[src/rtl/atm_pin_sequencer.sv]
// PIN-entry controller: buffers four BCD keypad digits, checks them against a stored PIN,
// counts failed attempts and locks out; the registered status code drives the display mux select.
module atm_pin_sequencer #(
    parameter logic [15:0] PIN         = 16'h1234,
    parameter int unsigned MAX_TRIES   = 3,
    parameter int unsigned HOLD_CYCLES = 8
) (
    input  logic       clk,
    input  logic       rst_n,
    input  logic       card_in,
    input  logic [3:0] key,
    input  logic       key_valid,
    input  logic       enter,
    input  logic       clear,
    output logic       s3,
    output logic       s2,
    output logic       s1,
    output logic       s0,
    output logic [2:0] digit_count,
    output logic       unlocked,
    output logic       locked
);

    localparam int unsigned DW = 4;
    localparam int unsigned BW = 16;
    localparam int unsigned CW = 3;
    localparam int unsigned AW = 3;
    localparam int unsigned HW = 8;
    localparam int unsigned SW = 4;

    typedef enum logic [2:0] {
        IDLE,
        ENTRY,
        CHECK,
        GRANTED,
        DENIED,
        LOCKOUT
    } state_t;

    state_t        state, state_nxt;
    logic [BW-1:0] pin_buf, buf_nxt;
    logic [CW-1:0] cnt, cnt_nxt;
    logic [AW-1:0] tries, tries_nxt;
    logic [HW-1:0] hold, hold_nxt;
    logic [SW-1:0] code, code_nxt;
    logic          unlocked_q, unlocked_nxt;
    logic          locked_q, locked_nxt;

    // State, datapath and output registers
    always_ff @(posedge clk or negedge rst_n) begin
        if (!rst_n) begin
            state      <= IDLE;
            pin_buf    <= '0;
            cnt        <= '0;
            tries      <= '0;
            hold       <= '0;
            code       <= '0;
            unlocked_q <= 1'b0;
            locked_q   <= 1'b0;
        end else begin
            state      <= state_nxt;
            pin_buf    <= buf_nxt;
            cnt        <= cnt_nxt;
            tries      <= tries_nxt;
            hold       <= hold_nxt;
            code       <= code_nxt;
            unlocked_q <= unlocked_nxt;
            locked_q   <= locked_nxt;
        end
    end

    // Next-state, datapath and next-output logic
    always_comb begin
        state_nxt    = state;
        buf_nxt      = pin_buf;
        cnt_nxt      = cnt;
        tries_nxt    = tries;
        hold_nxt     = hold;
        code_nxt     = '0;
        unlocked_nxt = 1'b0;
        locked_nxt   = 1'b0;

        case (state)
            IDLE: begin
                if (card_in) begin
                    state_nxt = ENTRY;
                    cnt_nxt   = '0;
                    buf_nxt   = '0;
                end
            end
            ENTRY: begin
                // Card removal outranks Clear, which outranks Enter, which outranks a key
                if (!card_in) begin
                    state_nxt = IDLE;
                    cnt_nxt   = '0;
                    buf_nxt   = '0;
                end else if (clear) begin
                    cnt_nxt = '0;
                    buf_nxt = '0;
                end else if (enter) begin
                    if (cnt == CW'(4)) state_nxt = CHECK;
                end else if (key_valid && (key <= 4'd9) && (cnt < CW'(4))) begin
                    buf_nxt = {pin_buf[BW-DW-1:0], key};
                    cnt_nxt = cnt + CW'(1);
                end
            end
            CHECK: begin
                if (pin_buf == PIN) begin
                    state_nxt = GRANTED;
                    tries_nxt = '0;
                end else begin
                    tries_nxt = tries + AW'(1);
                    if (tries_nxt == AW'(MAX_TRIES)) begin
                        state_nxt = LOCKOUT;
                    end else begin
                        state_nxt = DENIED;
                        hold_nxt  = HW'(HOLD_CYCLES);
                    end
                end
            end
            GRANTED: begin
                if (!card_in) begin
                    state_nxt = IDLE;
                    cnt_nxt   = '0;
                    buf_nxt   = '0;
                end
            end
            DENIED: begin
                hold_nxt = hold - HW'(1);
                if (!card_in) begin
                    state_nxt = IDLE;
                    hold_nxt  = '0;
                    cnt_nxt   = '0;
                    buf_nxt   = '0;
                end else if (hold_nxt == '0) begin
                    state_nxt = ENTRY;
                    cnt_nxt   = '0;
                    buf_nxt   = '0;
                end
            end
            LOCKOUT: begin
                state_nxt = LOCKOUT;
            end
            default: begin
                state_nxt = IDLE;
            end
        endcase

        case (state_nxt)
            ENTRY:   code_nxt = SW'(cnt_nxt) + SW'(1);
            CHECK:   code_nxt = SW'(6);
            GRANTED: code_nxt = SW'(7);
            DENIED:  code_nxt = SW'(8);
            LOCKOUT: code_nxt = SW'(9);
            default: code_nxt = '0;
        endcase

        unlocked_nxt = (state_nxt == GRANTED);
        locked_nxt   = (state_nxt == LOCKOUT);
    end

    assign {s3, s2, s1, s0} = code;
    assign digit_count      = cnt;
    assign unlocked         = unlocked_q;
    assign locked           = locked_q;

endmodule
[config.mk]
export PLATFORM = sky130hd
export DESIGN_NAME = atm_pin_sequencer
export DESIGN_NICKNAME = d
export VERILOG_FILES = /design/src/rtl/atm_pin_sequencer.sv
export SDC_FILE = /design/constraint.sdc
export NUM_CORES = 1
export LEC_CHECK = 0
export CAP_MARGIN = 30
export CORE_UTILIZATION = 50
export CTS_CLUSTER_SIZE = 14
export DETAILED_ROUTE_END_ITERATION = 6
export GPL_ROUTABILITY_DRIVEN = 0
export PLACE_DENSITY = 0.71
export SLEW_MARGIN = 5
export SYNTH_ARGS = -nofsm -noshare
export SYNTH_HDL_FRONTEND = slang
export SYNTH_SLANG_ARGS = --single-unit
[constraint.sdc]
create_clock -name clk -period 3.2 [get_ports clk]
set_input_delay 0.64 -clock clk [delete_from_list [all_inputs] [get_ports clk]]
set_output_delay 0.64 -clock clk [all_outputs]
set_load 0.1 [all_outputs]
==> impl_summary.md <==
Routing
In this run the remaining antenna-violating nets after routing total 0. The overall routed net length is 3950 µm. The detailed route wirelength on metal2 is 1810 µm. In the routed design, unresolved DRC markers number 0. The first routing iteration left 137 violations. The top routing layer in use is met4. The iteration count of the initial detailed-routing pass is 4. In the final routed layout, each cell accounts on average for 14.3 µm. The detailed router put a total of 1890 µm of wire on met1. The via-per-instance ratio is 5.64. The total vias in the final route is 1,563. The wire length on met3 is 178 µm.

Layout
The layout overhead on the synthesized area is 13.5%. The library cell used most frequently in the layout, excluding fill and tap cells, is nand2_1. The number of antenna diodes in the final layout is 0. At the end of the flow the core is filled with cells to 60.6%.

The layout has 335 filler cells. The number of nets at the end of the flow is 245. In the layout the commonest cells are 44 x nand2_1, 39 x dfrtp_1, 30 x o21ai_0, 11 x buf_4, 10 x nor2_1. The fraction of layout cells with a size suffix above 1 is 13.5%.

Worst setup path
The start of the worst register-to-register path is hold[0]. The arrival time of the worst setup path is 2.68 ns. The maximum single-stage delay on the critical path is 0.59 ns.

The cell family with the largest share of critical-path delay is compound AO/OA/AOI/OAI gates. For this design, the slowest cell found on the critical path is clkdlybuf4s50_1. For the worst setup path, the data required time is 3.35 ns. Walking the worst path, the cells encountered are clkdlybuf4s50_1 > nor2b_1 > o31ai_1 > a21oi_1 > nand2_2 > a22o_1 > ha_1 > xnor2_1 > o21ai_1.

The worst setup path is launched from an input pin. Counting both buffers and inverters, the worst setup path holds a total of 1. The worst setup path is captured at a register. The largest fanout of any net on the critical path is 7. The critical path is of the input pin to register type. The startpoint of the most critical setup path is card_in.

Synth
The complex-gate fraction of the synthesized area is 17.0%. The simple-gate portion of the synthesized area is 23.5%. The post-synthesis instance area is 2000 µm². The netlist uses 46 different library cells. The cell type contributing the most total cell area after synthesis is dfrtp_1. Synthesis inferred 39 register bits. Summing the areas of all fa, ha and maj instances in the mapped netlist gives 4.38% of the synthesized area. The synthesized design devotes to its leading area cell type 48.8% of total area. Yosys printed 0 warnings. By area the synthesized netlist is led by dfrtp_1 49%, nand2_1 8.3%, o21ai_0 7.5%. The number of standard cells after synthesis is 208. Counting every net in the synthesized netlist gives 225. Among all flip-flop cells after synthesis, the most frequent one is dfrtp_1.

The combinational family with the most area after synthesis is simple AND/OR/NAND/NOR gates. The number of enable-type register cells in the synthesized netlist is 0. The async set-reset flop share out of synthesis is 100%. The parity-gate share of the synthesized area counting xor and xnor cells is 2.69%.

Of the synthesized area, sequential elements account for 48.8%. The average cell area after synthesis is 9.61 µm². The multiplexer area fraction after synthesis is 0%.

Clock network
CTS placed an instance of clkbuf_8 at the clock tree root. Gates resized during post-CTS repair numbered 0. Clock tree synthesis inserted a total of 5 buffers. The buffer count from post-CTS setup fixing is 0.

The CTS tree is done. For this design, the sink count on the clock tree is 39. For the worst-skew pair, the clock arrives at the later sink with an insertion delay of 0.29 ns.

The maximum root-to-sink buffer count is 2. In this run, post-CTS hold repair placed 0 buffers. After clock tree synthesis, the clock-pin slew on the worst setup and hold paths is 0.08 ns. CTS built an H-tree with a depth of 2.

Job
The max-cap violation count is 0.

Die
After floorplanning, the core was divided into 22 placement rows. The die covers 4260 µm². The initial utilization of the core area, before any placement, comes to 53.4%. 19 I/O pins were placed. The core region is 3740 µm². From bottom edge to top edge, the die measures 65.2 µm. The die is 65.2 µm wide.

Global route
Global routing used 21.3% of the available tracks across all layers. The via count of the first global-routing pass was 1,513. The global-route wire length before repair is 6730 µm. Entering global routing, the biggest net connects 40 pins. The initial antenna violation count is 0. The global route total overflow is 0.

STA
The final count of hold timing violations is 0. The maximum operating frequency is 395 MHz. The clock arrives with 0.00840 ns of skew. The number of setup violations in the final report is 0.

The worst path needs 2.53 ns of the cycle, external delays included. Headroom to the max-slew limit came out at 43.0%. The number of max-slew violations in the final report is 0.

The total negative setup slack is 0 ns. The transition time at the pin with the least slew margin is 0.855 ns. The final period utilization is 79.1%.

Setup repair after global routing left no endpoint under its margin.

Power and ir drop
The maximum ir drop on the vdd rail is 0.178 mV. The standby leakage power is 0.987 nW. The power per unit of standard cell area is 369 nW/µm².

Placed design
The half-perimeter wire length after detailed placement is 2840 µm. Buffers placed on the I/O ports in this run total 18.

Status
The flow ran to the end, and the final reports show no timing, DRC or antenna violations.

Hold path
The tightest min-delay check is of the input pin to async pin type.
-- cell usage after synthesis, drive strengths merged, types with 2 or more instances --
master and n:
nand2 46, dfrtp 39, o21ai 32, nor2 10, inv 8, ha 7
nand3 6, a21oi 5, buf 5, nor3 5, o31ai 5, xnor2 4
and2 3, nor2b 3, nor3b 3, a31oi 2, and3b 2, clkbuf 2
nand2b 2, nand4b 2, nor4 2, nor4b 2, or3 2
-- per-layer routing --
metal	global-route usage (%)	vias up
met5	0	-
met1	26.9	745
met3	6.42	8
met2	33.1	46
li1	-	764
met4	10.1	0
-- sequential cells by signal, summed over array words and instances, names as in the netlist --
signal / flops
code: 4
locked: 1
digit_count: 3
pin_buf: 16
state: 3
hold: 8
tries: 3
unlocked: 1
-- layout make-up --
cell class	instances	area (µm²)	share of cell area (%)
multi-input cells	154	951	41.9
repair buffers	20	168	7.39
inverters	8	30.0	1.32
clock buffers	5	68.8	3.03
flip-flops and latches	39	976	43.0
well taps	48	60.1	2.65
clock inverters	3	15.0	0.662
-- cells by family (layout without fill, tap and decap cells) --
group | count (synthesis) | after routing
buffers and inverters | 15 | 36
AO/OA/AOI/OAI | 51 | 51
flip-flops | 39 | 39
XOR/XNOR | 4 | 4
adder cells (fa/ha/maj) | 7 | 7
AND/OR/NAND/NOR | 92 | 92
-- power by group --
| group | internal (mW) | leakage (nW) | total [mW] | switching, mW |
|---|---|---|---|---|
| logic | 0.0112 | 0.436 | 0.0272 | 0.0160 |
| registers | 0.493 | 0.503 | 0.493 | 0 |
| clock network | 0.149 | 0.0477 | 0.317 | 0.168 |
| total | 0.653 | 0.987 | 0.836 | 0.184 |
-- final timing paths --
kind / end / slack [ns] / cells after the start
max: code[2] / 0.67 / 9
min: state[2] / 0.46 / 1
max reg2reg: code[2] / 0.79 / 10
min reg2reg: pin_buf[15] / 0.49 / 2
max in group asynchronous: hold[5] / 2.21 / 1
min in group clk: pin_buf[15] / 0.49 / 2
-- per-stage QoR --
stage               worst slack [ns]  area (µm²)  hold WS [ns]  cells  total power [mW]
floorplan                       1.01        2000         0.344    208             0.506
global placement               0.498        2180         0.458    269             0.529
detailed placement             0.406        2180         0.477    269             0.530
CTS                            0.698        2270         0.481    277             0.850
global route                   0.552        2270         0.517    277             0.874
finish                         0.670        2270         0.456    277             0.836
Note: power is estimated with default switching activity, not from simulation.
==> RTL change 1, RTL diff (same settings) <==
Make the reset (`rst_n`) synchronous in one clocked block.
--- a/src/rtl/atm_pin_sequencer.sv
+++ b/src/rtl/atm_pin_sequencer.sv
@@ -49,3 +49,3 @@
     // State, datapath and output registers
-    always_ff @(posedge clk or negedge rst_n) begin
+    always_ff @(posedge clk) begin
         if (!rst_n) begin
Check against the original RTL: differs if rst_n is asserted again (counterexample within 4 cycles, from zero or initial values and one cycle with rst_n low); with rst_n held inactive, the same outputs for 10 cycles.
==> RTL change 1 against the unedited design <==
- fmax fell by 6.9%
- clock skew shrank 0.0038 ns
- wire length up 17%
- sequential cell count unchanged
- first-iteration DRC count fell by 35%
- utilization down 0.62 points
- worst setup slack got worse by 0.19 ns
- synthesized area is 7.0% higher
- cell area increased by 7.3%
Power is not compared: it rests on default switching activity, and its combinational part moved more than twofold at a synthesized area within 25%.
==> RTL change 1: results (changes against the unedited design) <==
stage,metric,value,unit,change
status,status,"complete, no violations",,
setup_path,R2R Setup Slk,0.54,ns,-0.25 ns
timing,hold slack,0.483,ns,+0.0274 ns
pwr,Total Power,0.927,mW,
layout,layout cells sized above 1,0.126,,-0.00898
drt,via count,1847,,+18%
placed_design,Post-DP Area,0.00233,mm^2,+6.8%
global_routing,GRT met2 Usage,0.339,,+0.00756
setup_path,worst setup path endpoint,code[1],,
synthesis,sequential-to-total area share from yosys stat,0.365,,-0.123
timing,Fin Clk Skew,0.00458,ns,-0.00381 ns
global_routing,met3 Resource Use GR,0.0524,,-0.0119
setup_path,reg2reg path depth,11,,+1
global_routing,M1 GR Usage,0.320,,+0.0512
placed_design,dpl hpwl,3.34,mm,+18%
synthesis,xor/xnor share of the synthesized area,0.0164,,-0.0105
setup_path,worst r2r src,hold[0],,
global_routing,global-route wire length before repair,7.69,mm,+14%
setup_path,CP arrival,2.95,ns,+0.27 ns
synthesis,Cells after Synth,251,,+21%
drt,met3 wire len,196,um,+10%
layout,nets@finish,285,,+16%
synthesis,Compound-Gate Fraction of Synth Area,0.264,,+0.0947
synthesis,largest cells by area after synthesis,"dfxtp_1, o21ai_0, nand3_1",,
setup_path,CP Max Fanout,10,,+3
timing,crit path time final,2.72,ns,+0.187 ns
setup_path,CP max stage delay,0.56,ns,-0.03 ns
drt,DR iter-0 viols,89,,-35%
placed_design,placed cell count,311,,+16%
synthesis,post-synthesis adder-cell area fraction,0.0409,,-0.00287
drt,"wirelength, routed",4.64,mm,+17%
drt,met2 WL,2.00,mm,+11%
-- RTL change 1: cell count changes in the layout (fill, tap and decap cells not counted), moves of 6 or more --
cell | before | now
nand3_1 | 6 | 19
dfrtp_1 | 39 | 0
a21oi_1 | 3 | 9
a21boi_0 | 0 | 11
a21boi_1 | 0 | 10
nand2_1 | 44 | 15
dfxtp_1 | 0 | 39
-- RTL change 1: worst register-to-register path: cells and delay by family, from the launching register on --
family	cells	cell delay, ns
AOI/OAI and AO/OA	3	0.73
adders and majority gates	2	0.57
and+or+nand+nor	3	0.56
DFF	1	0.45
xor gates and xnor gates	1	0.20
buffers and inverters	2	0.11
-- RTL change 1: area by class of cell --
cell class | count | area share
Multi-Input combinational cell | 186 | 0.511
Sequential cell | 39 | 0.321
Timing Repair Buffer | 24 | 0.0833
Clock buffer | 8 | 0.0411
Tap cell | 50 | 0.0257
Inverter | 12 | 0.0185
==> RTL change 2, RTL diff (config.mk and constraints unchanged) <==
Made on the original files. Change the localparam `HW` from 8 to 12.
--- a/src/rtl/atm_pin_sequencer.sv
+++ b/src/rtl/atm_pin_sequencer.sv
@@ -27,3 +27,3 @@
     localparam int unsigned AW = 3;
-    localparam int unsigned HW = 8;
+    localparam int unsigned HW = 12;
     localparam int unsigned SW = 4;
Function: same outputs for any inputs over 10 cycles, from zero or initial values and one cycle with rst_n low; that may be too few to reach the edited logic, so the function may still have changed.
==> RTL change 2 against the unedited design <==
- critical path depth up 1
- synthesized cell count up 6.7%
- non-clock buffer count up 6
- utilization down 0.26 points
- sequential share of layout area down 1.8 points
- worst setup slack worse by 0.19 ns
- synthesized area up 12%
- largest cell class unchanged
- count of clock-buffer cells in the layout unchanged
- sequential cell count up 4
- critical endpoint unchanged
- cell area up 15%
- wire length up 12%
Power is not compared: it rests on default switching activity, and its combinational part moved more than twofold at a synthesized area within 25%.
==> RTL change 2: results (changes against the unedited design) <==
stage,metric,value,unit,change
status,status,"complete, no violations",,
setup_path,CP max stage delay,0.57,ns,-0.02 ns
global_routing,M1 GR Usage,0.288,,+0.0188
global_routing,GRT met2 Usage,0.263,,-0.0680
placed_design,placed cell count,290,,+7.8%
drt,"wirelength, routed",4.42,mm,+12%
layout,Finished Layout Cells,299,,+7.9%
global_routing,global-route wire length before repair,7.38,mm,+9.6%
layout,Filler cells,382,,+14%
drt,via count,1727,,+10%
synthesis,"top cells by count, synth","dfrtp_1, o21ai_0, nor2_1",,
drt,DR iter-0 viols,114,,-17%
synthesis,syn nets,239,,+6.2%
timing,Max-slew headroom,0.667,,+0.237
global_routing,vias in the first global route,1532,,+1.3%
drt,wl on met1,2.27,mm,+20%
synthesis,post-synthesis cell type count,47,,+2.2%
setup_path,Worst setup startpoint,hold[2],,
synthesis,largest cells by area after synthesis,"dfrtp_1, a22o_1, o21ai_0",,
setup_path,CP arrival,2.95,ns,+0.27 ns
layout,layout cells sized above 1,0.166,,+0.0306
setup_path,Worst path slowest cell,or4_4,,
layout,nets@finish,263,,+7.3%
placed_design,dpl hpwl,3.08,mm,+8.5%
placed_design,Post-DP Area,0.00247,mm^2,+13%
drt,met3 wire len,171,um,-3.9%
synthesis,sequential-to-total area share from yosys stat,0.479,,-0.00927
global_routing,GRT Util Overall,0.198,,-0.0150
drt,met2 WL,1.86,mm,+2.9%
timing,Fin Clk Skew,0.00655,ns,-0.00185 ns
global_routing,met3 Resource Use GR,0.0482,,-0.0160
timing,hold slack,0.255,ns,-0.201 ns
synthesis,post-synthesis mux area share,0.00891,,+0.00891
synthesis,xor/xnor share of the synthesized area,0.00780,,-0.0191
layout,Regs by FF count,"pin_buf x16, hold x12, code x4",,
## RTL change 2: cell types whose count changed after synthesis, sizes merged, moves of 4 or more
cell	before	now
or2	0	4
dfrtp	39	43
nor2	10	21
xnor2	4	0
o21ai	32	25
nor2b	3	7
inv	8	14
a22o	1	17
nand2b	2	6
nand2	46	12
## RTL change 2: stage by stage
stage	setup slack, ns	power (mW)	utilization
global route	0.332	1.10	0.603
global placement	0.369	0.624	0.572
detailed placement	0.289	0.624	0.572
CTS	0.474	1.06	0.599
floorplan	0.591	0.593	-
finish	0.476	1.06	0.603
## RTL change 2: cell type report
type	instances	area [um^2]	area share
multi-input combinational	156	1070	0.412
sequential	43	1080	0.412
timing repair buffer	26	225	0.0863
inverter	14	52.6	0.0201
clock buffer	5	68.8	0.0264
tap	52	65.1	0.0249
clock inverter	3	47.5	0.0182
## RTL change 2: power breakdown
part,switching (mW),internal [mW]
clock network,0.203,0.237
logic,0.0416,0.0254
registers,0.00317,0.546
